File: src/rtl/hospital_rover_pkg.sv
// Shared types and named rooms for the ward rover navigation controller.
// No logic; nothing here adds latency.
// No flow control; these are types and constants only.
package hospital_rover_pkg;

    typedef enum logic [1:0] {
        IDLE   = 2'd0,
        TRAVEL = 2'd1,
        DWELL  = 2'd2,
        RETURN = 2'd3
    } nav_state_t;

    // Named rooms along the corridor, in corridor order.
    localparam int unsigned HNR  = 0;  // head nurse room (home base)
    localparam int unsigned IR   = 1;
    localparam int unsigned CPR  = 2;
    localparam int unsigned ABIR = 3;
    localparam int unsigned NPR  = 4;
    localparam int unsigned ICU  = 5;
    localparam int unsigned CCU  = 6;
    localparam int unsigned BU   = 7;

endpackage

File: src/rtl/rover_step_timer.sv
// Clear/enable up-counter that pulses o_tc on the last count of a run-time limit.
// o_tc is combinational from the count; it fires on the i_limit-th enabled clock after a clear.
// No backpressure; i_clr wins over counting, and the count wraps to zero on terminal count.
// Ports: clk, reset (async, active-high); i_clr, i_en, i_limit (count length); o_tc (terminal pulse).
module rover_step_timer #(
    parameter int MAX_CNT = 16,
    parameter int CNT_W   = $clog2(MAX_CNT + 1)
) (
    input  logic             clk,
    input  logic             reset,
    input  logic             i_clr,
    input  logic             i_en,
    input  logic [CNT_W-1:0] i_limit,
    output logic             o_tc
);

    logic [CNT_W-1:0] r_cnt;

    // r_cnt holds (completed counts - 1), so the terminal count is limit-1.
    assign o_tc = i_en && (r_cnt == i_limit - CNT_W'(1));

    always_ff @(posedge clk or posedge reset) begin
        if (reset) begin
            r_cnt <= '0;
        end else if (i_clr || o_tc) begin
            r_cnt <= '0;
        end else if (i_en) begin
            r_cnt <= r_cnt + CNT_W'(1);
        end
    end

endmodule

File: src/rtl/hospital_rover_nav.sv
// Ward rover controller: takes room requests, hops one room per TRAVEL_CYCLES, dwells, returns home.
// Request outcome registered one clock after acceptance; hop k lands k*TRAVEL_CYCLES after acceptance.
// req_ready high only in IDLE/DWELL with estop low; estop overrides everything and heads home.
// Ports: clk, reset (async, active-high); req_valid/req_room/req_ready request handshake; estop;
//        current_loc, busy status; arrived, home, req_err one-cycle event pulses.
module hospital_rover_nav
    import hospital_rover_pkg::*;
#(
    parameter int NUM_ROOMS     = 8,
    parameter int LOC_W         = $clog2(NUM_ROOMS),
    parameter int TRAVEL_CYCLES = 4,
    parameter int DWELL_CYCLES  = 16,
    parameter int HOME_LOC      = 0
) (
    input  logic             clk,
    input  logic             reset,
    input  logic             req_valid,
    input  logic [LOC_W-1:0] req_room,
    output logic             req_ready,
    input  logic             estop,
    output logic [LOC_W-1:0] current_loc,
    output logic             busy,
    output logic             arrived,
    output logic             home,
    output logic             req_err
);

    // One timer serves both hop and dwell timing, so it is sized for the longer of the two.
    localparam int TMR_MAX = (TRAVEL_CYCLES > DWELL_CYCLES) ? TRAVEL_CYCLES : DWELL_CYCLES;
    localparam int TMR_W   = $clog2(TMR_MAX + 1);
    localparam logic [LOC_W-1:0] HOME_ROOM = LOC_W'(HOME_LOC);

    nav_state_t       r_state, w_state_nxt;
    logic [LOC_W-1:0] r_loc, w_loc_nxt;
    logic [LOC_W-1:0] r_tgt, w_tgt_nxt;
    logic [LOC_W-1:0] w_step;
    logic             r_arrived, w_arrived_nxt;
    logic             r_home, w_home_nxt;
    logic             r_req_err, w_req_err_nxt;
    logic             w_accept, w_room_bad;
    logic             w_tmr_clr, w_tmr_en, w_tmr_tc;
    logic [TMR_W-1:0] w_tmr_limit;

    assign req_ready   = ((r_state == IDLE) || (r_state == DWELL)) && !estop;
    assign w_accept    = req_valid && req_ready;
    // Compared at 32 bits so a req_room wider than the room range is still caught.
    assign w_room_bad  = (32'(req_room) >= 32'(NUM_ROOMS));
    assign w_step      = (r_tgt > r_loc) ? (r_loc + LOC_W'(1)) : (r_loc - LOC_W'(1));
    assign w_tmr_limit = (r_state == DWELL) ? TMR_W'(DWELL_CYCLES) : TMR_W'(TRAVEL_CYCLES);

    rover_step_timer #(
        .MAX_CNT (TMR_MAX),
        .CNT_W   (TMR_W)
    ) u_step_timer (
        .clk     (clk),
        .reset   (reset),
        .i_clr   (w_tmr_clr),
        .i_en    (w_tmr_en),
        .i_limit (w_tmr_limit),
        .o_tc    (w_tmr_tc)
    );

    always_comb begin
        w_state_nxt   = r_state;
        w_loc_nxt     = r_loc;
        w_tgt_nxt     = r_tgt;
        w_arrived_nxt = 1'b0;
        w_home_nxt    = 1'b0;
        w_req_err_nxt = 1'b0;
        w_tmr_clr     = 1'b0;
        w_tmr_en      = 1'b0;

        if (estop) begin
            // Any hop due this cycle is dropped; travel home restarts from a fresh hop period.
            w_tgt_nxt   = HOME_ROOM;
            w_tmr_clr   = 1'b1;
            w_state_nxt = (r_loc == HOME_ROOM) ? IDLE : RETURN;
        end else if (w_accept && !w_room_bad) begin
            w_tmr_clr = 1'b1;
            if (req_room == r_loc) begin
                w_state_nxt   = DWELL;
                w_arrived_nxt = 1'b1;
            end else begin
                w_tgt_nxt   = req_room;
                w_state_nxt = TRAVEL;
            end
        end else begin
            // A bad request is flagged but otherwise ignored, so a running dwell keeps its time.
            w_req_err_nxt = w_accept;
            case (r_state)
                TRAVEL, RETURN: begin
                    w_tmr_en = 1'b1;
                    if (w_tmr_tc) begin
                        w_loc_nxt = w_step;
                        if (w_step == r_tgt) begin
                            w_tmr_clr = 1'b1;
                            if (r_state == TRAVEL) begin
                                w_state_nxt   = DWELL;
                                w_arrived_nxt = 1'b1;
                            end else begin
                                w_state_nxt = IDLE;
                                w_home_nxt  = 1'b1;
                            end
                        end
                    end
                end
                DWELL: begin
                    w_tmr_en = 1'b1;
                    if (w_tmr_tc) begin
                        w_tmr_clr   = 1'b1;
                        w_tgt_nxt   = HOME_ROOM;
                        w_state_nxt = (r_loc == HOME_ROOM) ? IDLE : RETURN;
                    end
                end
                default: ;
            endcase
        end
    end

    always_ff @(posedge clk or posedge reset) begin
        if (reset) begin
            r_state   <= IDLE;
            r_loc     <= HOME_ROOM;
            r_tgt     <= HOME_ROOM;
            r_arrived <= 1'b0;
            r_home    <= 1'b0;
            r_req_err <= 1'b0;
        end else begin
            r_state   <= w_state_nxt;
            r_loc     <= w_loc_nxt;
            r_tgt     <= w_tgt_nxt;
            r_arrived <= w_arrived_nxt;
            r_home    <= w_home_nxt;
            r_req_err <= w_req_err_nxt;
        end
    end

    assign current_loc = r_loc;
    assign busy        = (r_state != IDLE);
    assign arrived     = r_arrived;
    assign home        = r_home;
    assign req_err     = r_req_err;

endmodule
File: config.mk
export PLATFORM = sky130hd
export DESIGN_NAME = hospital_rover_nav
export DESIGN_NICKNAME = d
export VERILOG_FILES = /design/src/rtl/hospital_rover_pkg.sv /design/src/rtl/rover_step_timer.sv /design/src/rtl/hospital_rover_nav.sv
export SDC_FILE = /design/constraint.sdc
export NUM_CORES = 1
export LEC_CHECK = 0
export ABC_AREA = 0
export CORE_MARGIN = 10
export CORE_UTILIZATION = 47
export DETAILED_ROUTE_END_ITERATION = 12
export HOLD_SLACK_MARGIN = 0.15
export PLACE_DENSITY_LB_ADDON = 0.05
export SYNTH_ARGS = -nofsm -noshare
export SYNTH_HDL_FRONTEND = slang
export SYNTH_SLANG_ARGS = --single-unit
File: constraint.sdc
create_clock -name clk -period 2.8 [get_ports clk]
set_clock_uncertainty 0.1 [all_clocks]
set_input_delay 0.42 -clock clk [delete_from_list [all_inputs] [get_ports clk]]
set_output_delay 0.42 -clock clk [all_outputs]
set_load 0.01 [all_outputs]
After elaboration in Yosys (flattened, before gate mapping)
Index checks and enable logic that the tools add are counted.
Widths: inputs -> output; s select.

word-level totals
  flip-flop bits (word level) = 15
  input bits = 7
  output and inout port bits = 8
  logic and storage cells = 81

cells by class
  $add $sub $neg = 4
  order comparisons = 1
  eq/ne operators = 10
  muxes and demuxes = 40
  bitwise logic cells = 2
  reduce and logical (&&, ||, !) cells = 18

operators with widths
  cell                 number
  $mux 1               21
  $mux 3               6
  $mux 2               8
  $mux 5               3
  $ne 4x3->1 const B   2
  $reduce_and 4->1     2
  $eq 3x3->1           2
  $reduce_bool 3->1    2
  $add 5x1->5 const B  1
  $eq 5x5->1           1
  $sub 5x1->5 const B  1
  $eq 2x2->1 const B   2
  $ne 4x4->1 const B   1
  $pmux 2 s2           1
  $reduce_bool 2->1    2
  $reduce_bool 4->1    1
  $add 3x1->3 const B  1
  $gt 3x3->1           1
  $logic_and 1x1->1    3
  $logic_not 3->1      1
  $ne 3x3->1 const B   1
  $reduce_and 3->1     1
  $reduce_or 3->1      1
  $sub 3x1->3 const B  1
  other kinds (7)      9

Depth between registers and ports, before layout
Gate-level depths: netlist (run 1).

  depth in word-level cells = 13
  gate-level depth with buffers = 11
  mapped depth without buffers = 11

Cells and area by module
From an unflattened synthesis (run 1), not the netlist that was laid out.

second synthesis, totals
  cell total of the unflattened synthesis = 133
  area total of the unflattened synthesis = 1157.4 µm²

modules (own cells, without submodules)
  module              instances  cells an instance  area each (µm²)  sequential area each (µm²)
  hospital_rover_nav  1          92                 774.5            250.2
  rover_step_timer    1          41                 382.9            125.1

Least setup slack after synthesis (run 1)
Ideal clock, no wire load.

  path type = register -> register
  start = register r_loc[1], in the netlist current_loc[1]
  end = register r_state[1]
  setup time = 0.128 ns
  arrival = 2.665 ns
  required time = 2.572 ns
  path slack = -0.092 ns
  stages on the path, launching flop included = 12
  buffers on the path = 0
  period minus slack after synthesis = 2.892 ns
  cells stage by stage = dfrtp_1 inv_1 ha_1 nor2b_4 o311ai_4 inv_1 fa_1 xnor2_1 xnor2_1 xnor2_1 a21oi_2 mux2_1

on the way
  longest elaborated chain between the ends = 6
  elaborated cells between the ends (all ways) = 15
  classes of those cells = 2 x add/sub; 1 x order compare; 3 x eq/ne; 7 x mux; 2 x reduce/logical

RTL lines
  what                                                                 RTL line                   text
  start: declaration                                                   hospital_rover_nav.sv:34   logic [LOC_W-1:0] r_loc, w_loc_nxt;
  start signal: assignment                                             hospital_rover_nav.sv:130  r_loc <= w_loc_nxt;
  parallel branches: the longest is 6 deep, another holds $sub 3x1->3  -
  end signal: assignment                                               hospital_rover_nav.sv:129  r_state <= w_state_nxt;
  end: declaration                                                     hospital_rover_nav.sv:33   nav_state_t r_state, w_state_nxt;

Parallel ways; which one is timed is not known. The select of a mux whose other input is x is not followed.
A chain may end at the register's enable or synchronous reset.

Final worst setup path (run 1)
Ends and elaborated chain as after synthesis.

==> metrics.txt, run 1 <==
initial antenna violation count 0; M3 GR Usage under 10%; static leakage approximately 0.00057 uW; clk buf depth 2; Core ar. approximately 2000 um2; DRT antenna net count 0; pre-CTS setup slack -8.455 ps; fin crit period 2750 ps; setup ws final 49.97 ps; #FFs+latches synth 15; synth top area cells dfrtp_1 (37%), xnor2_1 (7.0%), ha_1 (5.0%); largest family of logic cells by synthesized area simple AND/OR/NAND/NOR gates; Final setup violation count 0; share of layout cells above drive strength 1 between 20% and 30%; critical-path cell list inv_2 > ha_4 > nor2b_4 > o311ai_4 > inv_2 > fa_2 > xnor2_1 > nor2_1 > and3_4 > a21oi_4 > mux2_4; Mapped Area roughly 1000 um2; slowest stage cell, crit path fa_2; worst path bufs/invs 2; M1 GR Usage about an eighth; Root Driver clkbuf_4; IO Count 15; final net count around 140; Final period util just under 100%; crit path capture type register; Critical Path Fanout Max 2; most frequent cells in the layout dfrtp_1 (13), clkdlybuf4s50_1 (13), nor2_1 (11), nand2_1 (10), buf_4 (10); cts hold-fix bufs 0; Wirelength per Cell ~15 um; Mean Syn Cell Area around 9.5 um2; Clock Sink Count 15; FMAX approximately 0.36 GHz; area added between synthesis and finish 31.96%; Post-Synth Adder-Cell Area under 10%; Post-Synth XOR/XNOR Area a little under an eighth; CP most frequent cell inv_2; routability cong. around 0.80; gr busiest metal met2; Starting Density 50.25%; kind of critical path register to register; PortBufs 13; Worst-path clk slew around 100 ps; Fill cells between 150 and 200; CP peak stage delay roughly 550 ps; grt met2 use roughly a fifth; Die Y approximately 66 um; Netlist cell types 40; # diodes 0; worst skew pair latency 290 ps; Via density slightly above 5; final hold vios 0; CP Launch Type register; CTS buffer count 3; multiplexer share of the synthesized area 4.104%; hold_ws slightly below 400 ps; Compound-Gate Fraction of Synth Area about 14%; vias between 800 and 900; post-DP HPWL around 1800 um; outcome finished clean; CTS HTree Levels 1; PwrDens 1013 nW/um2; gr usage total around 11%; sequential area share after synthesis a little under two fifths; Ys Warns 0; simple-gate portion of the synthesized area 20.52%; Gate Count Post-Synth ~110; maximum vdd drop around 0.00082 V; largest net degree at the start of global routing 16; Max Transition Viols Final 0; Crit path max-delay family adder cells; FP Rows 16; WP data arrival approximately 2800 ps; Critical Path RT between 2000 and 3000 ps; Max-slew headroom approximately three fifths; Max Cap Viol 0; DRT Wirelength 2325 um; first-pass GRT wire length about 3900 um; utilization after layout approximately 66%; GRT overflow 0; TritonCTS clock tree built; Residual DRC 0; worst hold path type primary input to async pin; Die Area ~4400 um2; Slew @ Worst Pin roughly 590 ps; syn_nets 118; Synth top area share 37.31%; via count of the first global-routing pass slightly below 900; 1st-pass router iterations 4; Synth area leader dfrtp_1; Die Wd approximately 66 um; drt initial violations 15
[sequential cells by signal (all words and copies together), names as in the netlist]
name and cells:
current_loc 3, r_tgt 3, arrived 1, u_step_timer.r_cnt 5
r_state 2, home 1
[metal layers]
metal | vias up | routed length (um)
li1 | 403 | -
met1 | 390 | 966
met2 | 16 | 1208
met3 | 6 | 93
met4 | 0 | 56
met5 | - | 0
[stage by stage]
stage | power [uW] | std cells | area, um2 | TNS, ps
6_report | 1345 | 158 | 1328 | 0
5_1_grt | 1437 | 158 | 1328 | -9.661
4_1_cts | 1189 | 155 | 1239 | 0
3_5_place_dp | 1043 | 150 | 1205 | -8.455
3_3_place_gp | 1030 | 150 | 1205 | 0
2_1_floorplan | 838.7 | 106 | 1011 | -10.14
[what timing repair did]
item                                    CTS  global route
pin swaps                                 1             6
endpoints found under the setup margin    1             2
gates resized for setup                   0            10
setup buffers                             1             3
[path summary, 6_finish.rpt]
check	startpoint	end	slack, ps	cells after the start
max	current_loc[1]	r_state[1]	50	11
min	reset	home	390	2
max reg2reg	current_loc[1]	r_state[1]	50	11
min reg2reg	r_tgt[0]	r_tgt[0]	450	2
max in group asynchronous	reset	current_loc[1]	1790	2
min in group clk	r_tgt[0]	r_tgt[0]	450	2
[cell type report]
class / count / area [um2] / share of cell area [%]
tap: 27 / 33.78 / 2.545
sequential: 15 / 377.9 / 28.46
multi-input combinational: 79 / 644.4 / 48.54
timing repair buffer: 23 / 205.2 / 15.46
inverter: 10 / 40.04 / 3.016
clock buffer: 4 / 26.28 / 1.979
[Yosys cell counts (all sizes together)]
master   n
dfrtp   15
nor2    13
inv     10
nand2   10
xnor2    8
a21oi    5
xor2     5
ha       4
o21ai    4
mux2i    3
nand3    3
nor2b    3
buf      2
nand2b   2
o31ai    2
a21boi   1
a311oi   1
and3     1
and4b    1
conb     1
fa       1
mux2     1
nand4    1
nor3     1
nor3b    1
nor4     1
o21ba    1
o221ai   1
o22a     1
o311ai   1
or2      1
or3      1
[power breakdown]
part	internal, uW	total [uW]	switching [uW]
Combinational	452	879	426
Clock	55.3	129	73.7
Sequential	273	337	64.6
[logic make-up after synthesis]
group | Yosys count
flops | 15
mux | 4
compound gates | 17
fa+ha+maj | 5
other cells | 1
xor+xnor | 13
buf+inv | 12
simple gates | 39
[worst register-to-register path: cells and delay by family, from the launching register on]
kind                     cells  cell delay (ps)
flip-flops                   1              430
XOR/XNOR                     1              110
buffers and inverters        2              150
adder cells (fa/ha/maj)      2              750
AND/OR/NAND/NOR              3              400
AO/OA/AOI/OAI                2              390
multiplexers                 1              310
(Power assumes the default switching activity.)
==> run 2, diff against run 1 <==
CORE_UTILIZATION = 42   (was 47)
REMOVE_ABC_BUFFERS = 1   (was not set)
==> run 2 against run 1 <==
First-iteration DRC count increased by 6.7%. Register-to-register slack got worse by 20 ps. Total power decreased by 8.7%. Critical path type unchanged.
==> metrics.txt, run 2 (same netlist as run 1, synthesis figures left out) <==
outcome finished clean; Worst-path clk slew 90 ps (about the same); Core ar. 2255 um2 (+13%); Root Driver clkbuf_4; Max Transition Viols Final 0 (unchanged); area added between synthesis and finish 25.62%; Final setup violation count 0 (unchanged); WP data arrival 2850 ps (+20 ps); Residual DRC 0 (unchanged); CTS buffer count 3 (unchanged); maximum vdd drop 0.0005832 V (-29%); slowest stage cell, crit path fa_2; # diodes 0 (unchanged); Clock Sink Count 15 (unchanged); worst skew pair latency 280 ps (about the same); CTS HTree Levels 1 (unchanged); CP peak stage delay 570 ps (+20 ps); drt initial violations 16 (+1); static leakage 0.0005562 uW (-2.2%); DRT antenna net count 0 (unchanged); Final period util 99.10% (+0.88 points); PwrDens 971.9 nW/um2 (-4.1%); Via density 5.038 (-2.3%); cts hold-fix bufs 0 (unchanged); GRT overflow 0 (unchanged); Wirelength per Cell 14.34 um (-2.6%); critical-path cell list ha_1 > nor2b_4 > o311ai_4 > inv_2 > fa_2 > xnor2_2 > nor2_1 > and3_1 > a21oi_2 > mux2_4; number of flip-flops in the largest register 5 (unchanged); Slew @ Worst Pin 597.9 ps (+6.526 ps); share of layout cells above drive strength 1 20.77% (-5.9 points); PortBufs 13 (unchanged); via count of the first global-routing pass 838 (-3.1%); final net count 143 (-0.69%); worst hold path type primary input to async pin; clk buf depth 2 (unchanged); FP Rows 17 (+1); CP Launch Type register; first-pass GRT wire length 3870 um (+0.52%); FMAX 0.3604 GHz (-0.89%); vias 796 (-2.3%); RSZ-0062 raised after global routing yes; most common cell after layout, fill and taps aside dfrtp_1; gr busiest metal met2; Die Area 4753 um2 (+8.2%); largest net degree at the start of global routing 16 (unchanged); post-DP HPWL 1822 um (+2.0%); kind of critical path register to register; Top reg by flops u_step_timer.r_cnt; Fin Setup TNS 0 ps (unchanged); Fill cells 225 (+35%); M1 GR Usage 12.94% (+0.55 points); worst path bufs/invs 1 (-1); IO Count 15 (unchanged); gr usage total 10.67% (-0.49 points); DRT Wirelength 2265 um (-2.6%); Die Wd 68.94 um (+4.0%); 1st-pass router iterations 4 (unchanged); Critical Path Fanout Max 2 (unchanged); final hold vios 0 (unchanged); Starting Density 44.62% (-5.6 points); M3 GR Usage 2.899% (+0.19 points); TritonCTS clock tree built; grt met2 use 17.58% (-2.0 points); crit path capture type register; Crit path max-delay family adder cells; fin crit period 2775 ps (+24.77 ps); Die Y 68.94 um (+4.0%); routability cong. 0.8562 (+7.3%); Max-slew headroom 60.09% (-0.44 points); pre-CTS setup slack -44.24 ps (-35.78 ps); setup ws final 25.20 ps (-24.77 ps); most frequent cells in the layout dfrtp_1 (15), clkdlybuf4s50_1 (13), nor2_1 (11), nand2_1 (10), buf_4 (9); Max Cap Viol 0 (unchanged); Critical Path RT 2870 ps (about the same); initial antenna violation count 0 (unchanged)
run 2: metrics by stage:
| step | util (%) | std cells | total power (uW) | hold WS, ps | instance area (um2) |
|---|---|---|---|---|---|
| detailed placement | 53.27 | 151 | 1033 | 437.0 | 1201 |
| global route | 56.05 | 158 | 1330 | 461.3 | 1264 |
| floorplan | - | 104 | 817.6 | 221.5 | 991.0 |
| global placement | 53.27 | 151 | 1020 | 434.1 | 1201 |
| CTS | 54.88 | 156 | 1186 | 424.1 | 1237 |
| finish | 56.05 | 158 | 1228 | 401.3 | 1264 |
run 2: path summary, 6_finish.rpt:
path                       slack, ps      from              to  depth (start not counted)
setup / recovery                  30  r_tgt[1]      r_state[1]                         10
hold / removal                   400     reset      r_state[0]                          2
setup reg to reg                  30  r_tgt[1]      r_state[1]                         10
hold reg to reg                  460  r_tgt[0]        r_tgt[0]                          2
max in group asynchronous       1810     reset  current_loc[0]                          2
min in group clk                 460  r_tgt[0]        r_tgt[0]                          2
run 2: area by class of cell:
| class | count | area [um2] | share of cell area [%] |
|---|---|---|---|
| Clock buffer | 4 | 26.28 | 2.079 |
| Inverter | 10 | 37.54 | 2.970 |
| Multi-Input combinational cell | 79 | 591.8 | 46.83 |
| Sequential cell | 15 | 375.4 | 29.70 |
| Tap cell | 28 | 35.03 | 2.772 |
| Timing Repair Buffer | 22 | 197.7 | 15.64 |
run 2: what timing repair did:
action | in CTS | in global routing
gates cloned | 0 | 0
setup endpoints to repair | 1 | 1
setup buffers | 1 | 2
gates resized for setup | 1 | 4
pin swaps | 2 | 6
run 2: power by group:
part	switching (uW)	internal [uW]
Clock	71.0	55.2
Sequential	57.9	270
Combinational	371	403
Total	500	728
run 2: layer usage:
layer,wire [um],part of all wire [%]
met4,14,0.62
met5,0,0
met1,996,44
met3,153,6.8
met2,1100,49
